### src/rtl/uart_cmd_ctrl.sv
// rtl/uart_cmd_ctrl.sv - command FIFO plus sequencer for the accumulator, register bank and output port
module uart_cmd_ctrl #(
  parameter int DEPTH   = 4,
  parameter int MUL_CYC = 4
) (
  input  logic       clock,
  input  logic       reset,
  input  logic       rx_valid,
  input  logic [3:0] rx_dado,
  input  logic [3:0] rx_instr,
  input  logic       out_ready,
  input  logic       clr_err,
  output logic [3:0] out_data,
  output logic       out_valid,
  output logic [3:0] acc,
  output logic       carry,
  output logic       busy,
  output logic       err_illegal,
  output logic       err_ovf
);

  localparam int AW = $clog2(DEPTH);
  localparam int CW = AW + 1;
  localparam int MW = $clog2(MUL_CYC + 1);
  localparam logic [MW-1:0] MUL_LAST = MW'(MUL_CYC - 1);

  typedef enum logic [1:0] {IDLE, EXEC, MUL, OUT_WAIT} state_t;

  state_t         state, state_nx;
  logic [7:0]     fifo_mem [DEPTH];
  logic [AW-1:0]  wptr, rptr;
  logic [CW-1:0]  count;
  logic [3:0]     cmd_op, cmd_d;
  logic [3:0]     regs [4];
  logic [7:0]     mul_prod, mul_mcand, mul_step;
  logic [3:0]     mul_mplier;
  logic [MW-1:0]  mul_cnt;
  logic [4:0]     add_res, sub_res;
  logic           pop, push, full, drop, illegal;

  assign full     = (count == CW'(DEPTH));
  assign pop      = (state == IDLE) && (count != '0);
  assign push     = rx_valid && (!full || pop);
  assign drop     = rx_valid && !push;
  assign illegal  = (state == EXEC) && (cmd_op >= 4'hC);
  assign busy     = (state != IDLE) || (count != '0);
  assign add_res  = {1'b0, acc} + {1'b0, cmd_d};
  assign sub_res  = {1'b0, acc} - {1'b0, cmd_d};
  assign mul_step = mul_prod + (mul_mplier[0] ? mul_mcand : 8'd0);

  always_ff @(posedge clock) begin
    if (reset) state <= IDLE;
    else       state <= state_nx;
  end

  always_comb begin
    state_nx = state;
    case (state)
      IDLE:     if (pop) state_nx = EXEC;
      EXEC: begin
        if (cmd_op == 4'h9)      state_nx = MUL;
        else if (cmd_op == 4'hB) state_nx = OUT_WAIT;
        else                     state_nx = IDLE;
      end
      MUL:      if (mul_cnt == MUL_LAST) state_nx = IDLE;
      OUT_WAIT: if (out_ready) state_nx = IDLE;
      default:  state_nx = IDLE;
    endcase
  end

  // Storage array carries no reset; count/pointers define which entries are live.
  always_ff @(posedge clock) begin
    if (push) fifo_mem[wptr] <= {rx_instr, rx_dado};
  end

  always_ff @(posedge clock) begin
    if (reset) begin
      wptr        <= '0;
      rptr        <= '0;
      count       <= '0;
      cmd_op      <= 4'd0;
      cmd_d       <= 4'd0;
      acc         <= 4'd0;
      carry       <= 1'b0;
      out_data    <= 4'd0;
      out_valid   <= 1'b0;
      err_illegal <= 1'b0;
      err_ovf     <= 1'b0;
      mul_prod    <= 8'd0;
      mul_mcand   <= 8'd0;
      mul_mplier  <= 4'd0;
      mul_cnt     <= '0;
      for (int i = 0; i < 4; i++) regs[i] <= 4'd0;
    end else begin
      if (push) wptr <= wptr + 1'b1;
      if (pop) begin
        rptr   <= rptr + 1'b1;
        cmd_op <= fifo_mem[rptr][7:4];
        cmd_d  <= fifo_mem[rptr][3:0];
      end
      case ({push, pop})
        2'b10:   count <= count + 1'b1;
        2'b01:   count <= count - 1'b1;
        default: count <= count;
      endcase

      case (state)
        EXEC: begin
          case (cmd_op)
            4'h1: acc <= cmd_d;
            4'h2: begin acc <= add_res[3:0]; carry <= add_res[4]; end
            4'h3: begin acc <= sub_res[3:0]; carry <= sub_res[4]; end
            4'h4: acc <= acc & cmd_d;
            4'h5: acc <= acc | cmd_d;
            4'h6: acc <= acc ^ cmd_d;
            4'h7: regs[cmd_d[1:0]] <= acc;
            4'h8: acc <= regs[cmd_d[1:0]];
            4'h9: begin
              mul_prod   <= 8'd0;
              mul_mcand  <= {4'd0, acc};
              mul_mplier <= cmd_d;
              mul_cnt    <= '0;
            end
            4'hA: begin acc <= 4'd0; carry <= 1'b0; end
            4'hB: begin out_data <= acc; out_valid <= 1'b1; end
            default: ;
          endcase
        end
        MUL: begin
          mul_prod   <= mul_step;
          mul_mcand  <= mul_mcand << 1;
          mul_mplier <= mul_mplier >> 1;
          mul_cnt    <= mul_cnt + 1'b1;
          if (mul_cnt == MUL_LAST) begin
            acc   <= mul_step[3:0];
            carry <= |mul_step[7:4];
          end
        end
        OUT_WAIT: if (out_ready) out_valid <= 1'b0;
        default: ;
      endcase

      // A fresh error outranks a simultaneous clear.
      if (drop)         err_ovf <= 1'b1;
      else if (clr_err) err_ovf <= 1'b0;
      if (illegal)      err_illegal <= 1'b1;
      else if (clr_err) err_illegal <= 1'b0;
    end
  end

endmodule

### config.mk
export PLATFORM = sky130hd
export DESIGN_NAME = uart_cmd_ctrl
export DESIGN_NICKNAME = d
export VERILOG_FILES = /design/src/rtl/uart_cmd_ctrl.sv
export SDC_FILE = /design/constraint.sdc
export NUM_CORES = 1
export LEC_CHECK = 0
export ABC_AREA = 1
export ABC_CLOCK_PERIOD_IN_PS = 4700
export CORE_MARGIN = 2
export CORE_UTILIZATION = 62
export CTS_BUF_LIST = sky130_fd_sc_hd__clkbuf_16
export DETAILED_ROUTE_END_ITERATION = 16
export PLACE_DENSITY_LB_ADDON = 0.15
export SLEW_MARGIN = 5
export SYNTH_ARGS = -nofsm -noshare
export SYNTH_HDL_FRONTEND = slang
export SYNTH_SLANG_ARGS = --single-unit
export TNS_END_PERCENT = 5
### constraint.sdc
create_clock -name clock -period 4.7 [get_ports clock]
set_input_delay 0.705 -clock clock [delete_from_list [all_inputs] [get_ports clock]]
set_output_delay 0.705 -clock clock [all_outputs]
set_load 0.05 [all_outputs]
Word level (Yosys, flattened, before mapping)
Memories as Yosys holds them, arrays and structs flattened. A register that Yosys moved wholly into a read port is not among the register bits. Index checks and enable logic that the tools add are counted.

Memories kept: 2. Flip-flop bits (word level): 44. Output and inout bits: 13. Input bits: 13. Latch bits: 0. Word-level logic and storage cells: 116. Bits in writable memories: 48. ROM bits: 0.

Memories: fifo_mem (depth 4, bits a word 8, rd ports 1, clocked after memory_dff 1, wr ports 1, RTL line 30) `logic [7:0] fifo_mem [DEPTH];`; regs (depth 4, bits a word 4, rd ports 1, clocked after memory_dff 0, wr ports 4, RTL line 34) `logic [3:0] regs [4];`.

Multiply operators: 0. Multiplexer cells: 39. Shift operators: 0. Reductions and logical operators: 24. Div/mod/pow operators: 0. Equal/unequal tests: 25. Add/sub/neg operators: 8. Order comparisons: 1. Bitwise gates (word level): 3.

Operators with widths (number): 4-bit one-hot mux with 8 select lines (1); 8-bit one-hot mux with 2 select lines (2); 8-bit 2-to-1 mux (3); 4-bit by 3-bit == test with 1-bit output (second input constant) (4); 4-bit == test (second input constant) (4); 4-bit one-hot mux with 2 select lines (2); 1-bit 2-to-1 mux (15); 2-bit 2-to-1 mux (6); 4-bit 2-to-1 mux (3); 3-bit one-hot mux with 2 select lines (2); 3-bit AND reduction (4); 2-bit nonzero test (6); 9-bit by 1-bit inequality test with 1-bit output (second input constant) (1); 8-bit adder (1); 4-bit by 2-bit == test with 1-bit output (second input constant) (2); 2-bit one-hot mux with 4 select lines (1); 4-bit OR reduction (2); 3-bit by 1-bit adder with 3-bit output (second input constant) (2); 2-bit == test (second input constant) (3); 2-bit inequality test (second input constant) (3); 4-bit by 4-bit adder with 5-bit output (1); 4-bit by 4-bit subtractor with 5-bit output (1); 2-bit by 1-bit adder with 2-bit output (second input constant) (2); 4-bit AND (1); 19 further kinds (28).

Longest topological paths before layout
Gate-level depths: netlist (run 1).

Depth in word-level cells: 7. Gate-level depth with buffers: 15. Mapped depth without buffers: 14.

Least setup slack after synthesis (run 1)
OpenSTA, ideal clock, no wires.

Kind: reg-to-reg. Start: register acc[0]. End: register acc[1]. Period minus slack after synthesis: 2163 ps. Path buffers: 0. Stages on the path, launching flop included: 10. Path slack: 2537 ps. Arrival: 2042 ps. Cell sequence: dfxtp_1 inv_1 ha_1 inv_1 fa_1 nor3b_1 nor3_1 nand3_1 nand2_1 a21oi_1.

Word-level cells in the longest chain between the ends: 3. Elaborated cells between the ends (all ways): 4.

Ends and longest elaborated chain: from (decl) (RTL line 15) `output logic [3:0] acc,`; from (signal assigned) (RTL line 110) `4'h1: acc <= cmd_d;`; from (signal assigned) (RTL line 111) `4'h2: begin acc <= add_res[3:0]; carry <= add_res[4]; end`; from (signal assigned) (RTL line 112) `4'h3: begin acc <= sub_res[3:0]; carry <= sub_res[4]; end`; 4-bit by 4-bit subtractor with 5-bit output / 4-bit by 4-bit adder with 5-bit output (equally long branches) (RTL line 48, 47); 4-bit one-hot mux with 8 select lines (*) (RTL line 109) `case (cmd_op)`; 4-bit one-hot mux with 2 select lines (*) (RTL line 107) `case (state)`.

Mark *: on every way between the ends. The rest lies on a longest branch, timed or not. A chain may end at the register's enable or synchronous reset.

Final worst setup path (run 1)
Start: register state[0]. End: output port busy.

Word-level cells in the longest chain between the ends: 2.

Ends and longest elaborated chain: from (decl) (RTL line 29) `state_t state, state_nx;`; from (signal assigned) (RTL line 53) `else state <= state_nx;`; 2-bit nonzero test (RTL line 46) `assign busy = (state != IDLE) || (count != '0);`; 1-bit logical OR (RTL line 46); to (decl) (RTL line 17) `output logic busy,`.

Every way passes these cells.

==> out/qor.yml, run 1 <==
cts:
  cts_buffers: 9
  clock-root-buffer: "clkbuf_16"
  cts.sinks: 100
  cts_hold_buf: 0
  cts.repair.resized: 0
  cts_tree: "yes"
  clk_pin_slew_worst_paths_ns: 0.07
  cts_buffer_depth: 2
  insertion_delay_ns: 0.35
  h-tree-depth: 3
  cts_setup_buffers: 0
yosys:
  synth.top_cell.area_share_pct: 27.68
  synth_area_um2: 5207
  ys_ff_latch: 100
  syn_inst: 639
  synth_enable_flop_cells: 48
  yosysWarnings: 0
  synth_ff_type: "dfxtp_1"
  syn-num-nets: 685
  ys_seq_area_share_pct: 47.67
  ys_top_cells_by_area: "edfxtp_1, dfxtp_1, nand2_1, ha_1, o21ai_0"
  synth-async-reset-ratio_pct: 0
  yosysTopAreaCell: "edfxtp_1"
  yosysUniqueCellTypes: 36
  avgSynthCellArea_um2: 8.149
floorplanning:
  die_y_um: 95.65
  design.core.area_um2: 8175
  io_pins: 26
  design.die.area_um2: 9148
  dieWidth_um: 95.65
  std_cell_rows: 33
  start_util_pct: 63.70
detailed_routing:
  drt_first_pass_iters: 5
  drt_iter0_drc: 269
  drc: 0
  vias: 4248
  ant_nets: 0
  totalWireLength_um: 10920
  avgViaCountPerCell: 5.546
  wl_per_cell_um: 14.25
worst_setup_path:
  crit_type: "reg2out"
  worstPathMaxFanout: 4
  cp_cell_sequence: "inv_1 -> ha_1 -> nand3_1 -> clkdlybuf4s50_1"
  crit_family: "buffers and inverters"
  cp-startpoint: "state[0]"
  start_kind: "flip-flop"
  critPathRequiredTime_ns: 3.99
  worst_r2r_endpoint: "mul_cnt[0]"
  reg2reg_depth: 8
  worstSetupEndpointType: "output pin"
  r2r_slack_ns: 2.04
  path_buf_inv: 2
  cp_slowest_cell: "clkdlybuf4s50_1"
  arrival_ns: 2.00
  path_depth: 4
  crit_path_end: "busy"
  rr_startpoint: "state[0]"
  crit_path_max_incr_delay_ns: 0.82
outcome:
  status: "finished clean"
sta:
  tightest_slew_ns: 0.7802
  finClkSkew_ns: 0.006041
  finalCritPeriodShare_pct: 57.49
  setup_viol: 0
  fin_crit_ns: 2.702
  slew_violations: 0
  tns_ns: 0
  slew_headroom_pct: 47.79
  rsz0062_at_grt: "false"
  max_freq_mhz: 370.1
  fin_ws_ns: 1.998
  hold_violations: 0
place:
  numPortBuffers: 25
  routabilityCongestion: 0.9411
  place_hpwl_um: 7821
  pre_cts_ws_ns: 1.996
grt:
  gr-total-overflow: 0
  track_usage_pct: 25.81
  grt_pass1_vias: 3886
  grt_max_degree: 41
  grt_pass1_wl_um: 18180
  grt_antenna_before_repair: 0
run:
  drv_cap: 0
finish:
  areaGrowthSynthToFinish_pct: 11.41
  nNetsFinal: 702
  final_core_util_pct: 70.97
  antenna_cells: 0
  drive_gt1_share_pct: 4.841
pwr:
  ir_drop_uv: 262.6
  power_per_cell_area_nw_per_um2: 505.4
  leakage_nw: 2.333
hold_path:
  hold_path_class: "reg2reg"
-- placed cells by master, fill, tap and decap left out, types with 3 or more instances in the layout --
cell and n:
edfxtp_1 48, nand3_1 26, o211ai_1 5, nand4_1 4, clkbuf_16 9, nor2_2 3, o22ai_1 3, nand2_1 125
dfxtp_1 52, o21ai_0 67, a31oi_1 15, ha_1 29, nor2_1 82, fa_1 4, and2_1 3, inv_1 79
a21oi_1 50, clkdlybuf4s50_1 25, nor3_1 6
-- report_power, final --
| part | total, W | internal (W) | leakage (nW) | switching (W) |
|---|---|---|---|---|
| registers | 0.00117 | 0.00103 | 0.883 | 0.000137 |
| clock network | 0.000733 | 0.000375 | 0.143 | 0.000359 |
| logic | 0.00103 | 0.000345 | 1.31 | 0.000685 |
| total | 0.00293 | 0.00175 | 2.33 | 0.00118 |
-- Yosys cell counts (2+ instances only) --
library cell / number
nand2_1: 125
clkbuf_1: 13
or2_2: 2
o211ai_1: 5
a31oi_1: 15
o22ai_1: 3
nor2_1: 82
o21ai_0: 67
nand4_1: 4
ha_1: 29
inv_2: 2
nand3_1: 26
nor2_2: 3
inv_1: 79
dfxtp_1: 52
and2_1: 3
nor3_1: 6
nand3_2: 2
edfxtp_1: 48
buf_2: 5
fa_1: 4
a21oi_1: 50
-- layout make-up --
type / instances / area [um2]
Fill cell: 647 / 2374
Inverter: 82 / 307.8
Sequential cell: 100 / 2482
Clock buffer: 9 / 225.2
Tap cell: 105 / 131.4
Clock inverter: 7 / 70.07
Timing Repair Buffer: 27 / 265.3
Multi-Input combinational cell: 436 / 2320
-- per-stage QoR --
step                power, W  cells  hold WS (ns)  instance area, um2
floorplan           0.001933    639        0.4454                5207
global placement    0.002155    750        0.4541                5507
detailed placement  0.002196    750        0.4632                5507
CTS                 0.002932    766        0.4751                5802
global route        0.003116    766        0.4906                5802
finish              0.002932    766        0.4714                5802
-- logic make-up after synthesis --
logic type / share of synthesized area [%]
simple gates: 20.64
xor+xnor: 0.1682
buf+inv: 7.785
fa+ha+maj: 8.506
compound gates: 15.23
flops: 47.67
-- layer usage --
metal	wire length, um	track usage, %	up-vias
met5	0	0	-
met4	141	7.738	0
li1	-	-	2151
met1	4943	33.54	1975
met2	5393	43.94	106
met3	441	4.743	16
-- state kept, by name, indices dropped and copies added, names as in the netlist --
register and flops:
fifo_mem 32, regs 16, mul_mcand 8, mul_prod 8
acc 4, cmd_d 4, cmd_op 4, mul_mplier 4
out_data 4, count 3, mul_cnt 3, rptr 2
state 2, wptr 2, carry 1, err_illegal 1
err_ovf 1, out_valid 1
-- how the worst min path moves through the flow --
stage / from / endpoint / slack, ns / cells past startpoint
global route: mul_mplier[1] / mul_mplier[0] / 0.49 / 2
detailed placement: err_illegal / err_illegal / 0.46 / 2
global placement: mul_mplier[1] / mul_mplier[0] / 0.45 / 2
floorplan: mul_mcand[7] / mul_mcand[7] / 0.45 / 2
CTS: mul_mplier[1] / mul_mplier[0] / 0.48 / 2
finish: err_illegal / err_illegal / 0.47 / 2
-- worst min-delay path: stages, from the launching register on --
cell and delay (ns):
dfxtp_1 0.31, nand2_1 0.06, a21oi_1 0.05
No activity file was read; power rests on OpenSTA's default activity.
==> inputs of run 2 (changes only) <==
ABC_CLOCK_PERIOD_IN_PS = 2670   (was 4700)
CORE_UTILIZATION = 60   (was 62)
clock period = 2.67 ns   (was 4.7 ns; I/O delays follow)
==> out/qor.yml, run 2 (synthesized netlist as in run 1, its figures left out) <==
pwr:
  p_clk_share_pct: 26.3
  switching_share_pct: 39.50
  ir_drop_uv: 403.7
  combPwrFrac_pct: 34.7
  power.internal_w: 0.003195
  power_switching_w: 0.002086
  power_per_cell_area_nw_per_um2: 901.2
  leakage_nw: 2.369
  seqPwrFrac_pct: 39.1
place:
  routabilityCongestion: 0.8917
  numPortBuffers: 25
  placed_cells: 754
  place_hpwl_um: 8231
cts:
  cts_hold_buf: 0
  cts_tree: "yes"
  clock-root-buffer: "clkbuf_16"
  cts.sinks: 100
  cts_buffer_depth: 2
  clk_pin_slew_worst_paths_ns: 0.07
  insertion_delay_ns: 0.35
  cts_setup_buffers: 0
  cts_buffers: 9
  cts.repair.resized: 0
  h-tree-depth: 3
detailed_routing:
  drt_first_pass_iters: 5
  totalWireLength_um: 11220
  wl_per_cell_um: 14.58
  avgViaCountPerCell: 5.562
  ant_nets: 0
  drc: 0
  vias: 4283
  drt_iter0_drc: 275
floorplanning:
  std_cell_rows: 33
  io_pins: 26
  design.die.area_um2: 9440
  dieWidth_um: 97.16
  die_y_um: 97.16
  start_util_pct: 62.75
  design.core.area_um2: 8299
sta:
  rsz0062_at_grt: "false"
  max_freq_mhz: 424.0
  slew_headroom_pct: 50.33
  finalCritPeriodShare_pct: 88.34
  finClkSkew_ns: 0.01222
  fin_crit_ns: 2.359
  slew_violations: 0
  tightest_slew_ns: 0.7424
  tns_ns: 0
  setup_viol: 0
  hold_violations: 0
worst_setup_path:
  arrival_ns: 1.96
  rr_startpoint: "cmd_d[0]"
  cp_cell_sequence: "inv_1 -> ha_1 -> nand3_1 -> clkdlybuf4s50_1"
  crit_path_max_incr_delay_ns: 0.81
  crit_type: "reg2out"
  cp_slowest_cell: "clkdlybuf4s50_1"
  path_buf_inv: 2
  start_kind: "flip-flop"
  worstSetupEndpointType: "output pin"
  critPathRequiredTime_ns: 2.27
  cp-startpoint: "state[0]"
  worstPathMaxFanout: 4
  path_depth: 4
  crit_family: "buffers and inverters"
  reg2reg_depth: 10
grt:
  grt_max_degree: 41
  grt_pass1_vias: 4191
  grt_antenna_before_repair: 0
  grt_pass1_wl_um: 19210
  gr-total-overflow: 0
  track_usage_pct: 25.03
hold_path:
  hold_depth: 2
  worstHoldStart: "mul_mplier[1]"
  hold_path_class: "reg2reg"
finish:
  fin_cells: 770
  largest_registers: "fifo_mem x32, regs x16"
  layout_commonest_cell: "nand2_1"
  areaGrowthSynthToFinish_pct: 12.52
  drive_gt1_share_pct: 5.414
  final_cell_mix: "nand2_1, nor2_1, inv_1, o21ai_0, dfxtp_1"
  nFillCells: 659
  largest_register_ffs: 32
  nNetsFinal: 706
  final_core_util_pct: 70.60
  antenna_cells: 0
  regMostFlops: "fifo_mem"
run:
  drv_cap: 0
outcome:
  status: "finished clean"
-- run 2: layout make-up --
cell class | instances | area, um2 | share of cell area (%)
Multi-Input combinational cell | 436 | 2320 | 39.59
Tap cell | 105 | 131.4 | 2.242
Clock buffer | 9 | 225.2 | 3.844
Inverter | 82 | 307.8 | 5.253
Clock inverter | 7 | 97.59 | 1.666
Timing Repair Buffer | 31 | 295.3 | 5.040
Sequential cell | 100 | 2482 | 42.37
-- run 2: power by group through the flow --
stage,Combinational (W),Sequential [W],Clock [W]
after CTS,0.00182,0.00206,0.00141
after detailed placement,0.00180,0.00209,0
final,0.00183,0.00206,0.00139
after global routing,0.00208,0.00209,0.00148
after floorplan,0.00135,0.00205,0
after global placement,0.00177,0.00208,0
-- run 2: per-stage QoR --
stage                     setup WS, ns  power (W)  hold slack, ns  instance area [um2]
after floorplan                 0.5070   0.003402          0.4454                 5207
after detailed placement        0.5404   0.003887          0.4582                 5537
after CTS                       0.2937   0.005295          0.4613                 5859
after global placement          0.5542   0.003845          0.4537                 5537
final                           0.3113   0.005281          0.4646                 5859
after global routing            0.2487   0.005647          0.4892                 5859
-- run 2: routing by layer --
metal | global-route usage (%) | wire (um)
met5 | 0 | 0
met4 | 6.284 | 172
met3 | 5.827 | 490
met2 | 45.46 | 5814
met1 | 29.89 | 4745
-- run 2: path summary, 6_finish.rpt --
| kind | to | slack, ns |
|---|---|---|
| max | busy | 0.31 |
| min | mul_mplier[0] | 0.46 |
| max reg2reg | acc[2] | 0.51 |
| min reg2reg | mul_mplier[0] | 0.46 |
-- run 2: tightest hold or removal path, stage by stage, from the launching register on --
cell and delay [ns]:
dfxtp_1 0.31, nand2_1 0.05, a31oi_1 0.07
==> inputs of run 3 (changes only) <==
CTS_BUF_LIST = sky130_fd_sc_hd__clkbuf_4   (was sky130_fd_sc_hd__clkbuf_16)
TNS_END_PERCENT = default   (was 5)
==> out/qor.yml, run 3 (synthesized netlist as in run 1, its figures left out) <==
finish:
  nNetsFinal: 706
  areaGrowthSynthToFinish_pct: 9.491
  layout_commonest_cell: "nand2_1"
  nFillCells: 689
  final_core_util_pct: 68.70
  register_area_um2: 2482
  regMostFlops: "fifo_mem"
  final_cell_mix: "nand2_1, nor2_1, inv_1, o21ai_0, dfxtp_1"
  drive_gt1_share_pct: 5.414
  largest_register_ffs: 32
  finalInstanceArea_um2: 5702
  multi_input_area_um2: 2320
  antenna_cells: 0
  largest_registers: "fifo_mem x32, regs x16"
worst_setup_path:
  worstSetupEndpointType: "output pin"
  cp_slowest_cell: "clkdlybuf4s50_1"
  crit_type: "reg2out"
  arrival_ns: 2.09
  start_kind: "flip-flop"
  worstPathMaxFanout: 4
  crit_path_max_incr_delay_ns: 0.81
  critPathRequiredTime_ns: 2.27
  cp_cell_sequence: "inv_1 -> ha_1 -> nand3_1 -> clkdlybuf4s50_1"
pwr:
  power_per_cell_area_nw_per_um2: 836.0
  ir_drop_uv: 497.4
  p_total_w: 0.004767
  leakage_nw: 2.299
floorplanning:
  io_pins: 26
  design.core.area_um2: 8299
  start_util_pct: 62.75
  dieWidth_um: 97.16
  std_cell_rows: 33
  design.die.area_um2: 9440
  die_y_um: 97.16
cts:
  cts.sinks: 100
  h-tree-depth: 3
  insertion_delay_ns: 0.46
  clk_pin_slew_worst_paths_ns: 0.17
  cts_setup_buffers: 0
  cts_buffers: 9
  cts_buffer_depth: 2
  cts_tree: "yes"
  cts_hold_buf: 0
  clock-root-buffer: "clkbuf_4"
  cts.repair.resized: 0
detailed_routing:
  dr_wl_met3_um: 535
  routed.top_layer: "met4"
  dr_wl_met2_um: 5671
  ant_nets: 0
  drt_first_pass_iters: 5
  totalWireLength_um: 11080
  drt_iter0_drc: 226
  wl_per_cell_um: 14.39
  vias: 4233
  drc: 0
  drt-met1-wl_um: 4760
  avgViaCountPerCell: 5.497
sta:
  tns_ns: 0
  rsz0062_at_grt: "false"
  finalCritPeriodShare_pct: 93.34
  tightest_slew_ns: 0.7192
  fin_crit_ns: 2.492
  fin_hold_ws_ns: 0.4642
  slew_violations: 0
  setup_viol: 0
  max_freq_mhz: 401.2
  finClkSkew_ns: 0.02388
  slew_headroom_pct: 51.87
  hold_violations: 0
run:
  drv_cap: 0
outcome:
  status: "finished clean"
hold_path:
  hold_path_class: "reg2reg"
grt:
  grt_antenna_before_repair: 0
  grt_max_degree: 41
  gr-total-overflow: 0
  track_usage_pct: 24.72
  grt_pass1_vias: 4165
  grt_pass1_wl_um: 18970
place:
  place_hpwl_um: 8231
  place_area_um2: 5537
  numPortBuffers: 25
  routabilityCongestion: 0.8917
[run 3: per-stage QoR]
step / std cells / setup WS, ns
finish: 770 / 0.1778
global route: 770 / 0.08738
CTS: 770 / 0.1435
detailed placement: 754 / 0.5404
global placement: 754 / 0.5542
floorplan: 639 / 0.5070
[run 3: worst max-delay path: cells and delay by family (launching register included)]
family	cells	cell delay [ns]
AND/OR/NAND/NOR	1	0.12
adder cells (fa/ha/maj)	1	0.22
flip-flops	1	0.41
buffers and inverters	2	0.90
[run 3: where the power goes]
group	total, W	switching [W]	internal, W
clock	0.000890	0.000572	0.000319
combinational	0.00181	0.00120	0.000617
sequential	0.00206	0.000246	0.00182
total	0.00477	0.00202	0.00275
[run 3: path summary, 6_finish.rpt]
kind,to,startpoint,depth (start not counted),slack (ns)
setup / recovery,busy,state[0],4,0.18
hold / removal,mul_mplier[0],mul_mplier[1],2,0.46
setup reg to reg,acc[2],cmd_d[0],10,0.47
hold reg to reg,mul_mplier[0],mul_mplier[1],2,0.46
[run 3: layout make-up]
| type | count | share of cell area [%] |
|---|---|---|
| clock buffer | 9 | 1.185 |
| timing repair buffer | 31 | 5.179 |
| inverter | 82 | 5.398 |
| clock inverter | 7 | 1.712 |
| tap | 105 | 2.304 |
| multi-input combinational | 436 | 40.68 |
| sequential | 100 | 43.54 |
[run 3: layer usage]
layer	vias up	global-route usage, %
met3	10	6.043
met2	108	43.48
met4	0	6.717
met1	1962	30.32
li1	2153	-
met5	-	0
